## src/rtl/rect_draw_datapath.sv

```systemverilog
// rect_draw_datapath
//   Drawing datapath that sits behind the paint controller and feeds a 160x120
//   VGA adapter. It captures corner coordinates and a colour through the load
//   strobes. On a rectangle command (enable, alu_select=01) it rasterises the
//   filled rectangle between the two corners in row-major order. On a freeform
//   command (enable, alu_select=11) it plots the X1/Y1 pixel on every cycle.
//
// Ports
//   Clock, reset_N        : clock; asynchronous active-high reset
//   data_in[7:0]          : coordinate value (Y loads use data_in[6:0])
//   colour_in[2:0]        : RGB colour
//   loadX/loadY/loadX2/loadY2/loadC : capture strobes for X1/Y1/X2/Y2/C
//   enable, alu_select[1:0]: draw command (01 rectangle, 11 freeform)
//   x_out, y_out, colour_out, plot : VGA adapter pixel interface
//   busy                  : rectangle in progress (SETUP/SCAN/DONE)
//   done                  : one-cycle pulse after the last rectangle pixel
module rect_draw_datapath #(
  parameter int X_MAX = 159,
  parameter int Y_MAX = 119
) (
  input  logic       Clock,
  input  logic       reset_N,
  input  logic [7:0] data_in,
  input  logic [2:0] colour_in,
  input  logic       loadX,
  input  logic       loadY,
  input  logic       loadX2,
  input  logic       loadY2,
  input  logic       loadC,
  input  logic       enable,
  input  logic [1:0] alu_select,
  output logic [7:0] x_out,
  output logic [6:0] y_out,
  output logic [2:0] colour_out,
  output logic       plot,
  output logic       busy,
  output logic       done
);

  localparam logic [7:0] X_LIM = X_MAX[7:0];
  localparam logic [6:0] Y_LIM = Y_MAX[6:0];

  typedef enum logic [2:0] {
    S_IDLE,
    S_SETUP,
    S_SCAN,
    S_DONE,
    S_HOLD,
    S_FREE
  } state_t;

  state_t     state_q, state_d;
  logic [7:0] x1_q, x1_d, x2_q, x2_d;
  logic [6:0] y1_q, y1_d, y2_q, y2_d;
  logic [2:0] c_q, c_d;
  logic [7:0] xmin_q, xmin_d, xmax_q, xmax_d, cx_q, cx_d;
  logic [6:0] ymin_q, ymin_d, ymax_q, ymax_d, cy_q, cy_d;
  logic [2:0] col_q, col_d;
  // Last driven pixel, so x/y/colour hold steady while plot is low.
  logic [7:0] x_hold_q, x_hold_d;
  logic [6:0] y_hold_q, y_hold_d;
  logic [2:0] c_hold_q, c_hold_d;

  logic [7:0] x_clamped;
  logic [6:0] y_clamped;
  logic       free_cmd;

  assign x_clamped = (data_in > X_LIM) ? X_LIM : data_in;
  assign y_clamped = (data_in[6:0] > Y_LIM) ? Y_LIM : data_in[6:0];
  assign free_cmd  = enable && (alu_select == 2'b11);

  // Next-state and datapath updates.
  always_comb begin
    // NOTE: every signal gets a default first so no path leaves it unassigned,
    // which would otherwise infer a latch.
    state_d = state_q;
    x1_d    = x1_q;
    y1_d    = y1_q;
    x2_d    = x2_q;
    y2_d    = y2_q;
    c_d     = c_q;
    xmin_d  = xmin_q;
    xmax_d  = xmax_q;
    ymin_d  = ymin_q;
    ymax_d  = ymax_q;
    col_d   = col_q;
    cx_d    = cx_q;
    cy_d    = cy_q;

    // Loads are independent and always accepted; a running scan works only
    // from the bounds it latched in SETUP.
    if (loadX)  x1_d = x_clamped;
    if (loadY)  y1_d = y_clamped;
    if (loadX2) x2_d = x_clamped;
    if (loadY2) y2_d = y_clamped;
    if (loadC)  c_d  = colour_in;

    case (state_q)
      S_IDLE: begin
        if (enable && alu_select == 2'b01) state_d = S_SETUP;
        else if (free_cmd)                 state_d = S_FREE;
      end
      S_SETUP: begin
        xmin_d  = (x1_q < x2_q) ? x1_q : x2_q;
        xmax_d  = (x1_q < x2_q) ? x2_q : x1_q;
        ymin_d  = (y1_q < y2_q) ? y1_q : y2_q;
        ymax_d  = (y1_q < y2_q) ? y2_q : y1_q;
        col_d   = c_q;
        cx_d    = (x1_q < x2_q) ? x1_q : x2_q;
        cy_d    = (y1_q < y2_q) ? y1_q : y2_q;
        state_d = S_SCAN;
      end
      S_SCAN: begin
        if (cx_q == xmax_q) begin
          cx_d = xmin_q;
          if (cy_q == ymax_q) state_d = S_DONE;
          else                cy_d    = cy_q + 7'd1;
        end else begin
          cx_d = cx_q + 8'd1;
        end
      end
      // A held enable parks in HOLD so the same command cannot retrigger.
      S_DONE:  state_d = enable ? S_HOLD : S_IDLE;
      S_HOLD:  if (!enable) state_d = S_IDLE;
      S_FREE:  if (!free_cmd) state_d = S_IDLE;
      default: state_d = S_IDLE;
    endcase
  end

  // Outputs decode from registered state only: no input reaches plot directly.
  always_comb begin
    plot       = 1'b0;
    x_out      = x_hold_q;
    y_out      = y_hold_q;
    colour_out = c_hold_q;
    if (state_q == S_SCAN) begin
      plot       = 1'b1;
      x_out      = cx_q;
      y_out      = cy_q;
      colour_out = col_q;
    end else if (state_q == S_FREE) begin
      plot       = 1'b1;
      x_out      = x1_q;
      y_out      = y1_q;
      colour_out = c_q;
    end
    busy     = (state_q == S_SETUP) || (state_q == S_SCAN) || (state_q == S_DONE);
    done     = (state_q == S_DONE);
    x_hold_d = x_out;
    y_hold_d = y_out;
    c_hold_d = colour_out;
  end

  always_ff @(posedge Clock or posedge reset_N) begin
    if (reset_N) begin
      state_q  <= S_IDLE;
      x1_q     <= '0;
      y1_q     <= '0;
      x2_q     <= '0;
      y2_q     <= '0;
      c_q      <= '0;
      xmin_q   <= '0;
      xmax_q   <= '0;
      ymin_q   <= '0;
      ymax_q   <= '0;
      col_q    <= '0;
      cx_q     <= '0;
      cy_q     <= '0;
      x_hold_q <= '0;
      y_hold_q <= '0;
      c_hold_q <= '0;
    end else begin
      // NOTE: non-blocking assignments so every flop samples pre-edge values.
      state_q  <= state_d;
      x1_q     <= x1_d;
      y1_q     <= y1_d;
      x2_q     <= x2_d;
      y2_q     <= y2_d;
      c_q      <= c_d;
      xmin_q   <= xmin_d;
      xmax_q   <= xmax_d;
      ymin_q   <= ymin_d;
      ymax_q   <= ymax_d;
      col_q    <= col_d;
      cx_q     <= cx_d;
      cy_q     <= cy_d;
      x_hold_q <= x_hold_d;
      y_hold_q <= y_hold_d;
      c_hold_q <= c_hold_d;
    end
  end

endmodule
```

## config.mk

```make
export PLATFORM = sky130hd
export DESIGN_NAME = rect_draw_datapath
export DESIGN_NICKNAME = d
export VERILOG_FILES = /design/src/rtl/rect_draw_datapath.sv
export SDC_FILE = /design/constraint.sdc
export NUM_CORES = 1
export LEC_CHECK = 0
export ABC_AREA = 1
export CORE_MARGIN = 4
export CORE_UTILIZATION = 58
export CTS_CLUSTER_DIAMETER = 100
export DETAILED_ROUTE_END_ITERATION = 8
export GPL_TIMING_DRIVEN = 0
export PLACE_DENSITY = 0.8
export SYNTH_ARGS = -nofsm -noshare
export SYNTH_HDL_FRONTEND = slang
export SYNTH_SLANG_ARGS = --single-unit
```

## constraint.sdc

```tcl
create_clock -name Clock -period 4.1 [get_ports Clock]
set_input_delay 0.615 -clock Clock [delete_from_list [all_inputs] [get_ports Clock]]
set_output_delay 0.615 -clock Clock [all_outputs]
set_load 0.02 [all_outputs]
```

==> flow_metrics.env <==
export IMPL_synth_nets=685
export IMPL_fin_setup_tns_ps=0
export IMPL_async_flop_share=1.00
export IMPL_rsz0062_at_grt="false"
export IMPL_wl_met3_um=1040
export IMPL_synth_seq_area_share=0.464
export IMPL_finalPower_mw=4.24
export IMPL_wire_per_inst_um=16.1
export IMPL_ys_types=34
export IMPL_power_density_nw_per_um2=718
export IMPL_routed_top_layer="met4"
export IMPL_utilization=0.681
export IMPL_via_per_inst=5.60
export IMPL_grt_max_degree=53
export IMPL_grt_pass1_wl_um=21600
export IMPL_yosysTopAreaCell="dfrtp_1"
export IMPL_drtIter0Drc=275
export IMPL_yosysWarnings=0
export IMPL_synth_flop_cell="dfrtp_1"
export IMPL_path_class="flop to output port"
export IMPL_final_setup_viol_count=0
export IMPL_grt_pass1_vias=4460
export IMPL_maxSlewHeadroom=0.516
export IMPL_hold_depth=2
export IMPL_ios=42
export IMPL_start_util=0.591
export IMPL_syn_inst=649
export IMPL_clock_skew_ps=15.0
export IMPL_fillers=744
export IMPL_first_pass_iters=5
export IMPL_ys_ff_latch=95
export IMPL_antenna_found_initial=0
export IMPL_fin_nets=738
export IMPL_num_vias=4561
export IMPL_dp_hpwl_um=9640
export IMPL_required_ps=3480
export IMPL_wl_met2_um=6110
export IMPL_drc=0
export IMPL_diodes=0
export IMPL_cts_sinks=95
export IMPL_rrSetupSlack_ps=1950
export IMPL_synth_area_um2=5130
export IMPL_cts_hold_buf=0
export IMPL_port_buffers=41
export IMPL_antenna_left=0
export IMPL_post_place_ws_ps=1040
export IMPL_hp_start="xmin_q[1]"
export IMPL_maxSlewViolCount=0
export IMPL_die_area_um2=10400
export IMPL_endpoint_kind="output port"
export IMPL_cts_max_path_buffers=2
export IMPL_synth_top_area_frac=0.464
export IMPL_rows=34
export IMPL_hp_class="flop to flop"
export IMPL_cp_arrival_ps=2860
export IMPL_path_clk_slew_ps=90
export IMPL_cap_violations=0
export IMPL_h_tree_depth=3
export IMPL_clk_latency_ps=370
export IMPL_max_freq_mhz=288
export IMPL_status="complete, no violations"
export IMPL_grtUsageTotal=0.269
export IMPL_worstMarginPinSlew_ps=726
export IMPL_start_kind="flop"
export IMPL_synth_edff_count=0
export IMPL_synthMostInstantiatedCell="nand2_1"
export IMPL_gp_congestion=0.964
export IMPL_fin_crit_sh=0.848
export IMPL_synth_avg_cell_area_um2=7.90
export IMPL_final_area_um2=5910
export IMPL_grt_overflow=0
export IMPL_cts_root_buf="clkbuf_8"
export IMPL_die_h_um=102
export IMPL_areaGrowthSynthToFinish_pct=15.2
export IMPL_ir_drop_mv=0.261
export IMPL_crit_fanout=10
export IMPL_finalWorstSetupSlack_ps=625
export IMPL_post_cts_setup_buffers=0
export IMPL_p_leak_nw=2.98
export IMPL_cts_made_buffers=9
export IMPL_yosys_top_cells_count="197 x nand2_1, 95 x dfrtp_1, 72 x inv_1, 67 x nand3_1, 58 x o21ai_0"
export IMPL_regToRegStartpoint="y2_q[4]"
export IMPL_hold_end="xmin_q[1]"
export IMPL_place_area_um2=5700
export IMPL_die_w_um=102
export IMPL_tritoncts="built"
export IMPL_r2r_cells=9
export IMPL_worstReg2RegEnd="ymax_q[2]"
export IMPL_finalHoldViolCount=0
export IMPL_ctsResizeCount=0
export IMPL_synth_area_top_cells="dfrtp_1 46%, nand2_1 14%, nand3_1 6.5%, o21ai_0 5.7%, inv_1 5.3%"
export IMPL_wl_um=13100
export IMPL_wl_met1_um=5720
export IMPL_coreArea_um2=8680
export IMPL_drive_above_1_share=0.0665
export IMPL_finalCriticalPeriod_ps=3480
## cell families (layout without fill, tap and decap cells)
group,count (synthesis),count (layout),share of synthesized area
adder cells (fa/ha/maj),15,15,0.0366
AND/OR/NAND/NOR,310,310,0.269
buffers and inverters,102,160,0.0774
AO/OA/AOI/OAI,109,109,0.121
XOR/XNOR,18,18,0.0322
flip-flops,95,95,0.464
## cell usage in the layout (no fill, tap or decap), types with 15 or more instances in the layout
cell type / instances
a21oi_1: 22
clkbuf_1: 16
clkdlybuf4s50_1: 41
dfrtp_1: 95
ha_1: 15
inv_1: 71
nand2_1: 197
nand3_1: 67
nor2_1: 25
o21ai_0: 58
xor2_1: 15
## critical path, cell delays in order, from the launching register on
cell	delay [ps]
dfrtp_1	330
buf_2	190
inv_1	60
nor3_1	340
inv_2	170
clkbuf_1	330
o221ai_1	390
clkdlybuf4s50_1	680
## power by group
part / leakage, nW / switching, mW / internal [mW]
combinational: 1.71 / 1.31 / 0.791
clock: 0.0989 / 0.350 / 0.301
sequential: 1.17 / 0.238 / 1.26
total: 2.98 / 1.89 / 2.35
## per-layer routing
layer  vias to the layer above  global-route usage
li1                       2215                   -
met1                      2141               0.373
met2                       183               0.424
met3                        22              0.0546
met4                         0              0.0908
met5                         -                   0
## flip-flops by register name, indices dropped and copies added (netlist names), 8 cells and up
register and flops:
xmax_q 8, cx_q 8, x_hold_q 8, x2_q 8
xmin_q 8, x1_q 8
## stage by stage
step	hold slack [ps]	cells
2_1_floorplan	450	649
3_3_place_gp	465	798
3_5_place_dp	469	799
4_1_cts	496	815
5_1_grt	519	815
6_report	492	815
## layout make-up
class	count	area (um2)	area share
plain buffers	24	104	0.0176
flip-flops and latches	95	2380	0.402
clock inverters	6	67.6	0.0114
multi-input cells	452	2350	0.398
well taps	108	135	0.0229
inverters	78	295	0.0500
repair buffers	42	438	0.0741
clock buffers	10	138	0.0233
## how the worst max path moves through the flow
| stage | startpoint | end | slack, ps | cells after the start |
|---|---|---|---|---|
| 2_1_floorplan | reset_N | c_hold_q[0] | 1010 | 1 |
| 3_3_place_gp | reset_N | cx_q[2] | -410 | 2 |
| 3_5_place_dp | state_q[2] | x_out[5] | 1040 | 7 |
| 4_1_cts | state_q[2] | x_out[5] | 630 | 7 |
| 5_1_grt | state_q[2] | x_out[5] | 480 | 7 |
| 6_report | state_q[2] | x_out[5] | 620 | 7 |
Note: power is estimated with default switching activity, not from simulation.
